`src/rtl/mem_port_arbiter.sv`:
```
// Shares one byte-write, word-read memory port between instruction fetch and data access.
// Each store is split into one write beat per byte. Loads and fetches take a single read cycle.
module mem_port_arbiter #(
    parameter int AWIDTH = 32,
    parameter int DWIDTH = 32
) (
    input  logic              clk,
    input  logic              rst,
    input  logic              if_req_i,
    input  logic [AWIDTH-1:0] if_addr_i,
    output logic              if_gnt_o,
    output logic              if_rvalid_o,
    output logic [DWIDTH-1:0] if_rdata_o,
    input  logic              dm_req_i,
    input  logic              dm_we_i,
    input  logic [1:0]        dm_size_i,
    input  logic [AWIDTH-1:0] dm_addr_i,
    input  logic [DWIDTH-1:0] dm_wdata_i,
    output logic              dm_gnt_o,
    output logic              dm_rvalid_o,
    output logic [DWIDTH-1:0] dm_rdata_o,
    output logic [AWIDTH-1:0] mem_addr_o,
    output logic [DWIDTH-1:0] mem_data_o,
    output logic              mem_read_en_o,
    output logic              mem_write_en_o,
    input  logic [DWIDTH-1:0] mem_data_i
);

    typedef enum logic [1:0] {
        IDLE  = 2'd0,
        READ  = 2'd1,
        WRITE = 2'd2,
        RESP  = 2'd3
    } state_e;

    state_e            state_q;
    logic              lastGntDm_q;
    logic              ownerDm_q;
    logic [AWIDTH-1:0] addr_q;
    logic [1:0]        size_q;
    logic [DWIDTH-1:0] wdata_q;
    logic [1:0]        beat_q;

    logic [AWIDTH-1:0] memAddr_q;
    logic [DWIDTH-1:0] memData_q;
    logic              memReadEn_q;
    logic              memWriteEn_q;
    logic              ifRvalid_q;
    logic              dmRvalid_q;
    logic [DWIDTH-1:0] ifRdata_q;
    logic [DWIDTH-1:0] dmRdata_q;

    logic              grantIf;
    logic              grantDm;
    logic              isStore;
    logic [AWIDTH-1:0] reqAddr;
    logic [1:0]        nextBeat;
    logic [1:0]        lastBeat;
    logic [7:0]        nextByte;
    logic [DWIDTH-1:0] readMask;

    // Grants are gated by reset so every output reads zero while reset is held.
    always_comb begin
        grantDm  = rst && (state_q == IDLE) && dm_req_i && (!if_req_i || !lastGntDm_q);
        grantIf  = rst && (state_q == IDLE) && if_req_i && (!dm_req_i || lastGntDm_q);
        isStore  = grantDm && dm_we_i;
        reqAddr  = grantDm ? dm_addr_i : if_addr_i;
        nextBeat = beat_q + 2'd1;
        nextByte = 8'(wdata_q >> {nextBeat, 3'b000});
        lastBeat = 2'd3;
        readMask = '1;
        case (size_q)
            2'b00: begin
                lastBeat = 2'd0;
                readMask = {{(DWIDTH-8){1'b0}}, 8'hFF};
            end
            2'b01: begin
                lastBeat = 2'd1;
                readMask = {{(DWIDTH-16){1'b0}}, 16'hFFFF};
            end
            default: begin
                lastBeat = 2'd3;
                readMask = '1;
            end
        endcase
    end

    always_ff @(posedge clk or negedge rst) begin
        if (!rst) begin
            state_q      <= IDLE;
            lastGntDm_q  <= 1'b0;
            ownerDm_q    <= 1'b0;
            addr_q       <= '0;
            size_q       <= 2'b00;
            wdata_q      <= '0;
            beat_q       <= 2'd0;
            memAddr_q    <= '0;
            memData_q    <= '0;
            memReadEn_q  <= 1'b0;
            memWriteEn_q <= 1'b0;
            ifRvalid_q   <= 1'b0;
            dmRvalid_q   <= 1'b0;
            ifRdata_q    <= '0;
            dmRdata_q    <= '0;
        end else begin
            ifRvalid_q <= 1'b0;
            dmRvalid_q <= 1'b0;
            case (state_q)
                IDLE: begin
                    if (grantDm || grantIf) begin
                        ownerDm_q   <= grantDm;
                        lastGntDm_q <= grantDm;
                        addr_q      <= reqAddr;
                        size_q      <= grantDm ? dm_size_i : 2'b10;
                        wdata_q     <= dm_wdata_i;
                        beat_q      <= 2'd0;
                        memAddr_q   <= reqAddr;
                        if (isStore) begin
                            memWriteEn_q <= 1'b1;
                            memData_q    <= {{(DWIDTH-8){1'b0}}, dm_wdata_i[7:0]};
                            state_q      <= WRITE;
                        end else begin
                            memReadEn_q <= 1'b1;
                            state_q     <= READ;
                        end
                    end
                end
                READ: begin
                    if (ownerDm_q) begin
                        dmRdata_q  <= mem_data_i & readMask;
                        dmRvalid_q <= 1'b1;
                    end else begin
                        ifRdata_q  <= mem_data_i & readMask;
                        ifRvalid_q <= 1'b1;
                    end
                    memReadEn_q <= 1'b0;
                    memAddr_q   <= '0;
                    state_q     <= RESP;
                end
                WRITE: begin
                    if (beat_q == lastBeat) begin
                        memWriteEn_q <= 1'b0;
                        memAddr_q    <= '0;
                        memData_q    <= '0;
                        dmRdata_q    <= '0;
                        dmRvalid_q   <= 1'b1;
                        state_q      <= RESP;
                    end else begin
                        beat_q    <= nextBeat;
                        memAddr_q <= addr_q + {{(AWIDTH-2){1'b0}}, nextBeat};
                        memData_q <= {{(DWIDTH-8){1'b0}}, nextByte};
                    end
                end
                RESP: begin
                    state_q <= IDLE;
                end
                default: begin
                    state_q <= IDLE;
                end
            endcase
        end
    end

    assign if_gnt_o       = grantIf;
    assign dm_gnt_o       = grantDm;
    assign if_rvalid_o    = ifRvalid_q;
    assign dm_rvalid_o    = dmRvalid_q;
    assign if_rdata_o     = ifRdata_q;
    assign dm_rdata_o     = dmRdata_q;
    assign mem_addr_o     = memAddr_q;
    assign mem_data_o     = memData_q;
    assign mem_read_en_o  = memReadEn_q;
    assign mem_write_en_o = memWriteEn_q;

endmodule

```
`config.mk`:
```
export PLATFORM = sky130hd
export DESIGN_NAME = mem_port_arbiter
export DESIGN_NICKNAME = d
export VERILOG_FILES = /design/src/rtl/mem_port_arbiter.sv
export SDC_FILE = /design/constraint.sdc
export NUM_CORES = 1
export LEC_CHECK = 0
export CAP_MARGIN = 15
export CORE_UTILIZATION = 51
export DETAILED_ROUTE_END_ITERATION = 10
export PLACE_DENSITY = 0.87
export SLEW_MARGIN = 20
export SYNTH_ARGS = -nofsm -noshare
export SYNTH_HDL_FRONTEND = slang
export SYNTH_SLANG_ARGS = --single-unit
```
`constraint.sdc`:
```
create_clock -name clk -period 6.5 [get_ports clk]
set_clock_uncertainty 0.2 [all_clocks]
set_input_delay 1.3 -clock clk [delete_from_list [all_inputs] [get_ports clk]]
set_output_delay 1.3 -clock clk [all_outputs]
set_load 0.1 [all_outputs]
```
=== Yosys cells after proc, flatten, opt, wreduce, memory -nomap -nowiden ===
Index checks and enable logic that the tools add are counted.

* Bits in registers: 203
* Input bits: 135
* Output and inout bits: 134
* Logic and storage cells: 90

* Add/subtract/negate cells: 2
* Equality and inequality tests: 11
* Shift operators: 1
* Muxes and demuxes: 33
* Bitwise logic cells: 2
* Reduce and logical (&&, ||, !) cells: 27

{| class="wikitable"
|+ Operators with widths
! kind !! number
|-
| $mux 32 || 7
|-
| $pmux 32 s2 || 3
|-
| $pmux 32 s3 || 1
|-
| $add 32x2->32 || 1
|-
| $and 32x32->32 || 1
|-
| $shr 32x5->8 || 1
|-
| $mux 2 || 6
|-
| $reduce_and 3->1 || 4
|-
| $ne 2x2->1 const B || 5
|-
| $mux 1 || 9
|-
| $mux 8 || 1
|-
| $pmux 2 s2 || 2
|-
| $pmux 2 s4 || 1
|-
| $reduce_and 2->1 || 4
|-
| $logic_and 1x1->1 || 6
|-
| $pmux 1 s2 || 3
|-
| $reduce_bool 2->1 || 3
|-
| $eq 2x1->1 const B || 2
|-
| $eq 2x2->1 const B || 2
|-
| $logic_not 2->1 || 2
|-
| $reduce_and 4->1 || 1
|-
| $logic_not 1->1 || 3
|-
| $logic_or 1x1->1 || 3
|-
| $reduce_bool 3->1 || 1
|-
| 4 further kinds || 4
|}

=== Longest topological paths before layout ===
Gate-level depths: netlist of run 1.

* Depth in word-level cells: 8
* Depth in mapped cells: 11
* Mapped depth without buffers: 9

=== Worst setup path after synthesis of run 1 ===
No wires, ideal clock.

* Path type: in2out
* Start: input if_req_i
* End: output if_gnt_o
* Arrival time: 2.858 ns
* Data required time: 5.000 ns
* Path slack: 2.142 ns
* Stages: 2
* Buffers on the path: 0
* Path through: nand3_1 a21oi_1

* Word-level cells in the longest chain between the ends: 2

{| class="wikitable"
|+ Ends and longest elaborated chain
! item !! RTL line !! source
|-
| start, declared || 9 || <nowiki>input logic if_req_i,</nowiki>
|-
| $logic_and 1x1->1 (2 in series) || 65 || <nowiki>grantIf = rst && (state_q == IDLE) && if_req_i && (!dm_req_i || lastGntDm_q);</nowiki>
|-
| end, declared || 11 || <nowiki>output logic if_gnt_o,</nowiki>
|}

No other way between the ends.

=== Final worst setup path of run 1 ===
* Start: input if_req_i
* End: output dm_gnt_o

* Word-level cells in the longest chain between the ends: 3

{| class="wikitable"
|+ Ends and longest elaborated chain
! item !! RTL line !! source
|-
| $logic_not 1->1 || 64 || <nowiki>grantDm = rst && (state_q == IDLE) && dm_req_i && (!if_req_i || !lastGntDm_q);</nowiki>
|-
| $logic_or 1x1->1 || 64 ||
|-
| $logic_and 1x1->1 || 64 ||
|-
| end, declared || 19 || <nowiki>output logic dm_gnt_o,</nowiki>
|}

No other way between the ends.

==> impl_results.rst, run 1 <==
.. list-table::
   :header-rows: 1

   * - Metric
     - Value
   * - Kind of launch point of the worst setup path
     - input pin
   * - Sink Count
     - 179
   * - Slew Viols, Final
     - 0
   * - Area growth, synth to finish
     - 35.07%
   * - Busiest layer in global routing
     - met2
   * - Result of the run
     - completed
   * - Clock tree buffer depth
     - 2
   * - Setup repair after global routing missed its margin
     - false
   * - Ordered list of cells on the worst path
     - clkdlybuf4s50_1 -> and2_1 -> or2_4 -> inv_1 -> buf_4
   * - Prevailing post-synth register cell
     - sky130_fd_sc_hd__dfrtp_1
   * - Worst-Margin Slew
     - 1067 ps
   * - Endpoint arrival time on the critical path
     - 3140 ps
   * - Floorplan die width
     - 132.2 um
   * - Proportion of synthesized chip area in sequential cells
     - 0.5178
   * - Count of yosys warnings during synthesis
     - 0
   * - Post-layout minimum cycle time
     - 4636 ps
   * - CTS Hold Bufs
     - 0
   * - Share of the clock period used by the worst path
     - 0.7133
   * - Crit path buf inv count
     - 3
   * - Drc violations
     - 0
   * - Total Nets Final
     - 1208
   * - Initial standard-cell utilization of the core
     - 0.5217
   * - Post-synth EDFFs
     - 0
   * - Top-area cell type share of the netlist area
     - 0.5178
   * - Cell count after synthesis
     - 853
   * - I/O pin total
     - 269
   * - Total routing usage reported by global routing
     - 0.2753
   * - GR Util met1
     - 0.3353
   * - Vias in the first global route
     - 7217
   * - Mean Syn Cell Area
     - 10.14 um^2
   * - Max H-tree Level
     - 4
   * - First-pass iteration count of the detailed router
     - 6
   * - Final setup violation count
     - 0
   * - Routed length per placed instance
     - 18.18 um
   * - CTS Root Buffer Type
     - sky130_fd_sc_hd__clkbuf_16
   * - Port buffer count
     - 244
   * - Number of gates resized after CTS
     - 0
   * - Max frequency
     - 215.7 MHz
   * - Total vias in the final route
     - 7272
   * - CP Data Required Time
     - 5000 ps
   * - Library cells used by synthesis
     - 51
   * - Placer Congestion
     - 0.8372
   * - Clock-pin slew reported for the worst setup and hold paths after clock tree synthesis
     - 70 ps
   * - Area contributors post-synth
     - sky130_fd_sc_hd__dfrtp_1 (52%), sky130_fd_sc_hd__o21ai_0 (6.1%), sky130_fd_sc_hd__mux2_2 (5.2%), sky130_fd_sc_hd__nand2_1 (4.6%), sky130_fd_sc_hd__mux2i_1 (3.4%)
   * - Overall die height
     - 132.2 um
   * - Clock tree from TritonCTS
     - done
   * - GRT met2 Usage
     - 0.4680
   * - Max stage delay cell, worst path
     - sky130_fd_sc_hd__or2_4
   * - Proportion of layout cells with a drive suffix above 1
     - 0.08990
   * - Ratio of routed vias to standard cells
     - 5.594
   * - Remaining number of nets flagged by the antenna check after routing
     - 0
   * - Register Area
     - 4479 um^2
   * - Largest fanout on the critical path
     - 40
   * - First-pass GRT wire length
     - 37500 um
   * - Critical Path Max Stage Delay
     - 580 ps
   * - Die area
     - 17490 um^2
   * - Normalized max-slew margin
     - 0.2865
   * - Number of filler cells placed in the layout
     - 1246
   * - Async set or reset register ratio after synthesis
     - 1.000
   * - Number of endpoints with negative hold slack in the final report
     - 0
   * - Detailed placement HPWL
     - 16520 um
   * - Initial antenna violation count
     - 1
   * - Num CTS Buffers
     - 17
   * - Clock latency at the later pin of the worst-skew pair
     - 440 ps
   * - CP delay by family, top
     - buffers and inverters
   * - Hold/Removal Path Class
     - flop to flop
   * - Setup Buffers After CTS
     - 0
   * - Multi-input gate area in the final layout
     - 3690 um^2
   * - Pin count of the biggest net entering global routing
     - 105
   * - Critical Path Sink Type
     - output port
   * - Number of synthesized register bits
     - 179
   * - Area leader, netlist
     - sky130_fd_sc_hd__dfrtp_1
   * - Met3 Track Usage GR
     - 0.08189
   * - Core Box Area
     - 16580 um^2
   * - GRT overflow
     - 0
   * - Max cap viols
     - 0
   * - Fin Setup TNS
     - 0 ps
   * - Total Routed Length
     - 23640 um
   * - Critical path start-end classification
     - input pin to output port
   * - DRC violation total after the first TritonRoute iteration
     - 450
   * - Most common cell after layout, fill and taps aside
     - sky130_fd_sc_hd__clkdlybuf4s50_1
   * - Netlist area before placement
     - 8651 um^2
   * - Count of standard-cell rows
     - 47
   * - Most frequent cells in the layout
     - sky130_fd_sc_hd__clkdlybuf4s50_1 (241), sky130_fd_sc_hd__dfrtp_1 (179), sky130_fd_sc_hd__nand2_1 (107), sky130_fd_sc_hd__o21ai_0 (106), sky130_fd_sc_hd__inv_1 (51)
-- state kept, by name, summed over array words and instances, names as in the netlist, 2 cells and up --
name and count:
size_q 2, beat_q 2, mem_data_o 8, mem_addr_o 32, addr_q 32, dm_rdata_o 32, wdata_q 32, if_rdata_o 32
state_q 2
-- cell usage after synthesis (6+ instances only) --
cell / number
sky130_fd_sc_hd__dfrtp_1: 179
sky130_fd_sc_hd__nand2_1: 107
sky130_fd_sc_hd__o21ai_0: 106
sky130_fd_sc_hd__inv_1: 51
sky130_fd_sc_hd__nand3_1: 49
sky130_fd_sc_hd__clkbuf_1: 46
sky130_fd_sc_hd__mux2_2: 40
sky130_fd_sc_hd__mux2i_1: 29
sky130_fd_sc_hd__a21oi_1: 25
sky130_fd_sc_hd__buf_4: 24
sky130_fd_sc_hd__o221ai_1: 23
sky130_fd_sc_hd__xnor2_1: 19
sky130_fd_sc_hd__nor2_1: 16
sky130_fd_sc_hd__o21a_1: 15
sky130_fd_sc_hd__and3_1: 10
sky130_fd_sc_hd__a22o_1: 9
sky130_fd_sc_hd__nor4_1: 9
sky130_fd_sc_hd__mux4_2: 8
sky130_fd_sc_hd__buf_2: 6
sky130_fd_sc_hd__ha_1: 6
sky130_fd_sc_hd__nand4_1: 6
sky130_fd_sc_hd__xor2_1: 6
-- path summary, 6_finish.rpt --
path                                 from        endpoint  slack (ps)  cells past startpoint
hold reg to reg            if_rdata_o[31]  if_rdata_o[31]         280                      2
min in group asynchronous             rst       ownerDm_q         590                      1
setup reg to reg                beat_q[1]  mem_addr_o[20]        2860                      8
hold / removal             if_rdata_o[31]  if_rdata_o[31]         280                      2
max in group asynchronous             rst   mem_addr_o[2]        3480                      3
setup / recovery                 if_req_i        dm_gnt_o        1860                      5
-- cells by family after synthesis --
group | after synthesis | synth area share
AND/OR/NAND/NOR | 231 | 0.1271
AO/OA/AOI/OAI | 202 | 0.1436
flip-flops | 179 | 0.5178
buffers and inverters | 131 | 0.06827
multiplexers | 77 | 0.1065
XOR/XNOR | 25 | 0.02531
adder cells (fa/ha/maj) | 7 | 0.01099
other | 1 | 0.0004335
-- layout make-up --
| class | instances | share of cell area |
|---|---|---|
| Timing Repair Buffer | 250 | 0.2123 |
| Inverter | 52 | 0.01670 |
| Sequential cell | 179 | 0.3833 |
| Tap cell | 220 | 0.02356 |
| Clock buffer | 17 | 0.03641 |
| Antenna cell | 1 | 0.0002142 |
| Clock inverter | 15 | 0.01167 |
| Multi-Input combinational cell | 566 | 0.3158 |
-- layer usage --
layer,part of all wire,vias up
met5,0,-
li1,-,3377
met4,0.018,0
met1,0.40,3569
met2,0.50,288
met3,0.079,38
-- metrics by stage --
stage	setup slack (ps)	cell area, um^2	std cells	utilization	hold slack, ps
final	1864	11690	1300	0.7046	280.6
after global routing	1593	11690	1300	0.7046	310.7
after global placement	1560	11110	1266	0.6700	260.3
after floorplan	2142	8737	876	-	256.3
after CTS	1475	11670	1298	0.7039	285.0
after detailed placement	1482	11110	1266	0.6700	269.0
-- tightest hold or removal path: stages (launching register included) --
cell and delay, ps:
sky130_fd_sc_hd__dfrtp_1 340, sky130_fd_sc_hd__nand2_1 40, sky130_fd_sc_hd__o21ai_0 60
Power of run 1 is left out: the tool's default activity adds up to more than one toggle a clock period on the data nets, which glitch-free logic cannot reach.
==> run 2, diff against run 1 <==
- CORE_UTILIZATION: 51 -> 47
- PLACE_DENSITY: 0.87 -> 0.82
- clock period: 6.5 -> 4.49 ns (I/O delays scaled with it)
==> run 2 against run 1 <==
First-iteration DRC count grew 6.9%. Core utilization shrank 4.9 points. Die area grew 8.4%. Register-to-register slack lost 2000 ps. Worst setup slack lost 960 ps. Cell count grew 0.92%. Flip-flop and latch count is the same. Routed wire length grew 1.4%.
==> impl_results.rst, run 2 (synthesis results as in run 1) <==
.. list-table::
   :header-rows: 1

   * - Metric
     - Value
   * - Result of the run
     - completed
   * - Sink Count
     - 179 (unchanged)
   * - Vias in the first global route
     - 7011 (-2.9%)
   * - Placer Congestion
     - 0.8685 (+3.7%)
   * - Clock tree buffer depth
     - 2 (unchanged)
   * - Final cell utilization of the core
     - 0.6560 (-0.04857)
   * - Ant diodes
     - 0 (-1)
   * - CTS Hold Bufs
     - 0 (unchanged)
   * - Die area
     - 18950 um^2 (+8.4%)
   * - Fin Setup TNS
     - 0 ps (unchanged)
   * - Largest fanout on the critical path
     - 13 (-68%)
   * - Post-layout minimum cycle time
     - 3590 ps
   * - Initial standard-cell utilization of the core
     - 0.4799 (-0.04171)
   * - Initial antenna violation count
     - 1 (unchanged)
   * - Routed length per placed instance
     - 18.27 um (+0.50%)
   * - Ratio of routed vias to standard cells
     - 5.567 (-0.48%)
   * - Most frequent cells in the layout
     - sky130_fd_sc_hd__clkdlybuf4s50_1 (241), sky130_fd_sc_hd__dfrtp_1 (179), sky130_fd_sc_hd__nand2_1 (107), sky130_fd_sc_hd__o21ai_0 (106), sky130_fd_sc_hd__inv_1 (51)
   * - Number of endpoints with negative hold slack in the final report
     - 0 (unchanged)
   * - CTS Root Buffer Type
     - sky130_fd_sc_hd__clkbuf_16
   * - Count of standard-cell rows
     - 49 (+4.3%)
   * - CP Data Required Time
     - 4670 ps (-330 ps)
   * - Cell Area, Placed
     - 11200 um^2 (+0.78%)
   * - Num CTS Buffers
     - 17 (unchanged)
   * - Pin count of the biggest net entering global routing
     - 180 (+71%)
   * - Total vias in the final route
     - 7304 (+0.44%)
   * - Max H-tree Level
     - 4 (unchanged)
   * - Proportion of layout cells with a drive suffix above 1
     - 0.09326 (+0.003361)
   * - Floorplan die width
     - 137.7 um (+4.1%)
   * - I/O pin total
     - 269 (unchanged)
   * - Total routing usage reported by global routing
     - 0.2569 (-0.01843)
   * - Clock tree from TritonCTS
     - done
   * - Slew Viols, Final
     - 0 (unchanged)
   * - First-pass GRT wire length
     - 36940 um (-1.5%)
   * - Clock-pin slew reported for the worst setup and hold paths after clock tree synthesis
     - 70 ps (about the same)
   * - Kind of launch point of the worst setup path
     - flop
   * - Final setup violation count
     - 0 (unchanged)
   * - Setup repair after global routing missed its margin
     - false
   * - Most common cell after layout, fill and taps aside
     - sky130_fd_sc_hd__clkdlybuf4s50_1
   * - Endpoint arrival time on the critical path
     - 3770 ps (+630 ps)
   * - Clock latency at the later pin of the worst-skew pair
     - 440 ps (about the same)
   * - Core Box Area
     - 18020 um^2 (+8.7%)
   * - GRT overflow
     - 0 (unchanged)
   * - Overall die height
     - 137.7 um (+4.1%)
   * - Final standard cell area without fillers
     - 11830 um^2 (+1.2%)
   * - First-pass iteration count of the detailed router
     - 5 (-1)
   * - Drc violations
     - 0 (unchanged)
   * - Total Nets Final
     - 1213 (+0.41%)
   * - Share of the clock period used by the worst path
     - 0.7996
   * - Critical Path Sink Type
     - flop
   * - Remaining number of nets flagged by the antenna check after routing
     - 0 (unchanged)
   * - Setup Buffers After CTS
     - 0 (unchanged)
   * - Max stage delay cell, worst path
     - sky130_fd_sc_hd__dfrtp_1
   * - Number of gates resized after CTS
     - 0 (unchanged)
   * - Port buffer count
     - 244 (unchanged)
   * - Normalized max-slew margin
     - 0.2546 (-0.03183)
   * - Critical path start-end classification
     - flop to flop
   * - Max cap viols
     - 0 (unchanged)
   * - Detailed placement HPWL
     - 16510 um (about the same)
   * - Area growth, synth to finish
     - 36.69%
   * - Total Routed Length
     - 23970 um (+1.4%)
   * - Critical Path Max Stage Delay
     - 780 ps (+200 ps)
   * - Worst-Margin Slew
     - 1118 ps (+51.09 ps)
   * - Ordered list of cells on the worst path
     - xor2_1 -> inv_1 -> fa_1 -> and4b_1 -> or4b_1 -> or4_1 -> a21oi_1 -> o22a_2
   * - DRC violation total after the first TritonRoute iteration
     - 481 (+6.9%)
   * - Max frequency
     - 278.5 MHz
   * - Hold/Removal Path Class
     - flop to flop
## run 2: changes by cell type in the layout (fill, tap and decap cells not counted), moves of 3 or more
cell / previous run / this run
sky130_fd_sc_hd__inv_8: 5 / 0
sky130_fd_sc_hd__bufinv_16: 0 / 3
sky130_fd_sc_hd__buf_4: 7 / 10
sky130_fd_sc_hd__inv_6: 5 / 2
sky130_fd_sc_hd__buf_12: 0 / 3
sky130_fd_sc_hd__clkbuf_8: 0 / 3
## run 2: area by class of cell
cell class                 count  area [um^2]
tap                          229        286.5
multi-input combinational    566         3687
inverter                      52        195.2
sequential                   179         4479
timing repair buffer         255         2559
clock inverter                11        151.4
clock buffer                  20        466.7
fill                        1421         6200
## run 2: final timing paths
check / from / end / slack, ps / depth (start not counted)
worst max-delay path: beat_q[1] / mem_addr_o[22] / 900 / 8
worst min-delay path: if_rdata_o[16] / if_rdata_o[16] / 280 / 2
worst max register to register: beat_q[1] / mem_addr_o[22] / 900 / 8
worst min register to register: if_rdata_o[16] / if_rdata_o[16] / 280 / 2
max in group asynchronous: rst / if_rdata_o[9] / 2820 / 2
min in group asynchronous: rst / wdata_q[29] / 340 / 2
## run 2: layer usage
metal	vias to the layer above	part of all wire	track usage
met2	303	0.49	0.4302
met1	3572	0.41	0.3170
met5	-	0	0
met4	0	0.016	0.08059
met3	35	0.086	0.07726
li1	3394	-	-
## run 2: critical path: cells and delay by family (launching register included)
family / cells / cell delay, ps
adders and majority gates: 1 / 480
DFF: 1 / 780
xor gates and xnor gates: 1 / 260
and+or+nand+nor: 3 / 1400
buffers and inverters: 1 / 90
AOI/OAI and AO/OA: 2 / 340
## run 2: metrics by stage
stage / hold slack, ps / setup WS [ps] / instances
floorplan: 256.3 / 936.3 / 876
global placement: 260.2 / 1021 / 1280
detailed placement: 269.8 / 915.0 / 1280
CTS: 285.0 / 903.1 / 1311
global route: 300.9 / 699.4 / 1312
finish: 279.1 / 899.9 / 1312
Power of run 2 is left out for the same reason.
==> run 3, diff against run 2 <==
- CORE_UTILIZATION: 47 -> 43
- PLACE_DENSITY: 0.82 -> 0.79
- clock period: 4.49 -> 2.9 ns (I/O delays scaled with it)
==> run 3 against run 2 <==
Via count is 0.85% lower. Register-to-register slack got worse by 800 ps. Sequential share of layout area down 0.37 points. Critical path depth up 1. Clock-buffer cell count down 3. Worst hold slack worse by 200 ps. Cell count grew 4.8%. Non-clock buffer count grew 24. Final area is 1.0% higher. Maximum frequency is 28% higher. First-iteration DRC count decreased by 13%. Routed wire length is 1.5% lower. Critical endpoint unchanged. Largest cell class unchanged. Highest routed layer is now met5.
==> impl_results.rst, run 3 (synthesis results as in run 1) <==
.. list-table::
   :header-rows: 1

   * - Metric
     - Value
   * - Result of the run
     - completed
   * - Kind of launch point of the worst setup path
     - flop
   * - DRC violation total after the first TritonRoute iteration
     - 418 (-13%)
   * - Floorplan die width
     - 143.8 um (+4.5%)
   * - Max frequency
     - 357.6 MHz (+28%)
   * - Die area
     - 20690 um^2 (+9.2%)
   * - Placer Congestion
     - 0.8477 (-2.4%)
   * - Ratio of routed vias to standard cells
     - 5.267 (-5.4%)
   * - CTS Root Buffer Type
     - sky130_fd_sc_hd__clkbuf_16
   * - Clock tree buffer depth
     - 2 (unchanged)
   * - Most frequent cells in the layout
     - sky130_fd_sc_hd__dfrtp_1 (178), sky130_fd_sc_hd__buf_4 (135), sky130_fd_sc_hd__clkdlybuf4s50_1 (133), sky130_fd_sc_hd__nand2_1 (107), sky130_fd_sc_hd__o21ai_0 (106)
   * - First-pass iteration count of the detailed router
     - 5 (unchanged)
   * - Critical Path Sink Type
     - flop
   * - Clock latency at the later pin of the worst-skew pair
     - 430 ps (about the same)
   * - Max H-tree Level
     - 4 (unchanged)
   * - Setup repair after global routing missed its margin
     - false
   * - Final setup violation count
     - 0 (unchanged)
   * - Clock tree from TritonCTS
     - done
   * - GRT overflow
     - 0 (unchanged)
   * - Count of standard-cell rows
     - 51 (+4.1%)
   * - Number of endpoints with negative hold slack in the final report
     - 0 (unchanged)
   * - Slew Viols, Final
     - 0 (unchanged)
   * - Num CTS Buffers
     - 17 (unchanged)
   * - First-pass GRT wire length
     - 37190 um (+0.69%)
   * - Core Box Area
     - 19590 um^2 (+8.7%)
   * - I/O pin total
     - 269 (unchanged)
   * - Number of filler cells placed in the layout
     - 1612 (+13%)
   * - Max cap viols
     - 0 (unchanged)
   * - Port buffer count
     - 244 (unchanged)
   * - Share of the clock period used by the worst path
     - 0.9644 (+0.1648)
   * - Initial antenna violation count
     - 2 (+1)
   * - Detailed placement HPWL
     - 16960 um (+2.8%)
   * - Drc violations
     - 0 (unchanged)
   * - Area growth, synth to finish
     - 38.08%
   * - Initial standard-cell utilization of the core
     - 0.4416 (-0.03835)
   * - Endpoint arrival time on the critical path
     - 2960 ps (-810 ps)
   * - Largest fanout on the critical path
     - 4 (-9)
   * - Critical path start-end classification
     - flop to flop
   * - Total routing usage reported by global routing
     - 0.2354 (-0.02151)
   * - Hold/Removal Path Class
     - input pin to async pin
   * - Fin Setup TNS
     - 0 ps (unchanged)
   * - Overall die height
     - 143.8 um (+4.5%)
   * - Pin count of the biggest net entering global routing
     - 80 (-56%)
   * - Normalized max-slew margin
     - 0.4714 (+0.2168)
   * - Sink Count
     - 179 (unchanged)
   * - Total vias in the final route
     - 7242 (-0.85%)
   * - Worst-Margin Slew
     - 792.9 ps (-325.2 ps)
   * - Routed length per placed instance
     - 17.17 um (-6.0%)
   * - Total Routed Length
     - 23620 um (-1.5%)
   * - Clock-pin slew reported for the worst setup and hold paths after clock tree synthesis
     - 70 ps (about the same)
   * - CP Data Required Time
     - 3070 ps (-1600 ps)
   * - Proportion of layout cells with a drive suffix above 1
     - 0.2220 (+0.1288)
   * - Post-layout minimum cycle time
     - 2797 ps (-793.5 ps)
   * - Remaining number of nets flagged by the antenna check after routing
     - 0 (unchanged)
   * - Most common cell after layout, fill and taps aside
     - sky130_fd_sc_hd__dfrtp_1
   * - Vias in the first global route
     - 7048 (+0.53%)
   * - Total Nets Final
     - 1237 (+2.0%)
==> run 3: cell count changes in the layout (fill, tap and decap cells not counted), sizes merged <==
cell,delta
clkinvlp,-3
buf,+130
clkbuf,-3
bufinv,-1
inv,+5
diode,+2
clkdlybuf4s50,-108
dlygate4sd3,+2
clkinv,+3
==> run 3: repair_timing <==
action,in CTS,in global routing
endpoints found under the setup margin,2,7
gates resized for setup,2,11
hold buffers,2,0
setup buffers,0,1
endpoints found under the hold margin,11,0
pin swaps,0,3
==> run 3: final timing paths <==
path                       slack (ps)  cells past startpoint            from              to
max in group asynchronous         870                      4             rst  dm_rdata_o[19]
hold reg to reg                   280                      2  if_rdata_o[30]  if_rdata_o[30]
hold / removal                     80                      2             rst     dm_rvalid_o
setup / recovery                  100                      9       beat_q[0]  mem_addr_o[22]
min in group clk                  280                      2  if_rdata_o[30]  if_rdata_o[30]
setup reg to reg                  100                      9       beat_q[0]  mem_addr_o[22]
==> run 3: layer usage <==
layer | wire length, um | part of all wire | GRT usage | vias to the layer above
li1 | - | - | - | 3440
met1 | 9855 | 0.42 | 0.2983 | 3481
met2 | 11440 | 0.48 | 0.3783 | 277
met3 | 1713 | 0.073 | 0.06931 | 42
met4 | 590 | 0.025 | 0.09015 | 2
met5 | 14 | 0.00059 | 0 | -
==> run 3: layout make-up <==
cell class,instances,area (um^2),area share
diodes,2,5.005,0.0004190
multi-input cells,566,3771,0.3157
clock buffers,17,425.4,0.03561
well taps,265,331.6,0.02776
flip-flops and latches,179,4481,0.3751
repair buffers,279,2519,0.2109
inverters,52,201.4,0.01686
clock inverters,15,211.5,0.01770
==> run 3: worst max-delay path, cell delays in order, from the launching register on <==
cell	delay [ps]
sky130_fd_sc_hd__dfrtp_2	450
sky130_fd_sc_hd__inv_4	70
sky130_fd_sc_hd__ha_4	120
sky130_fd_sc_hd__inv_1	50
sky130_fd_sc_hd__fa_2	350
sky130_fd_sc_hd__and4b_1	280
sky130_fd_sc_hd__or4b_4	500
sky130_fd_sc_hd__or4_4	430
sky130_fd_sc_hd__a21oi_2	130
sky130_fd_sc_hd__o22a_2	150
==> run 3: through the flow <==
step	cells	hold slack [ps]	util	cell area (um^2)	worst slack, ps
after floorplan	876	84.41	-	8783	-105.2
after global placement	1338	210.3	0.5719	11200	83.05
after detailed placement	1338	209.2	0.5719	11200	5.062
after CTS	1372	271.4	0.6061	11870	10.80
after global routing	1373	118.0	0.6095	11940	7.895
final	1375	79.09	0.6098	11950	103.4
Power of run 3 is left out for the same reason.
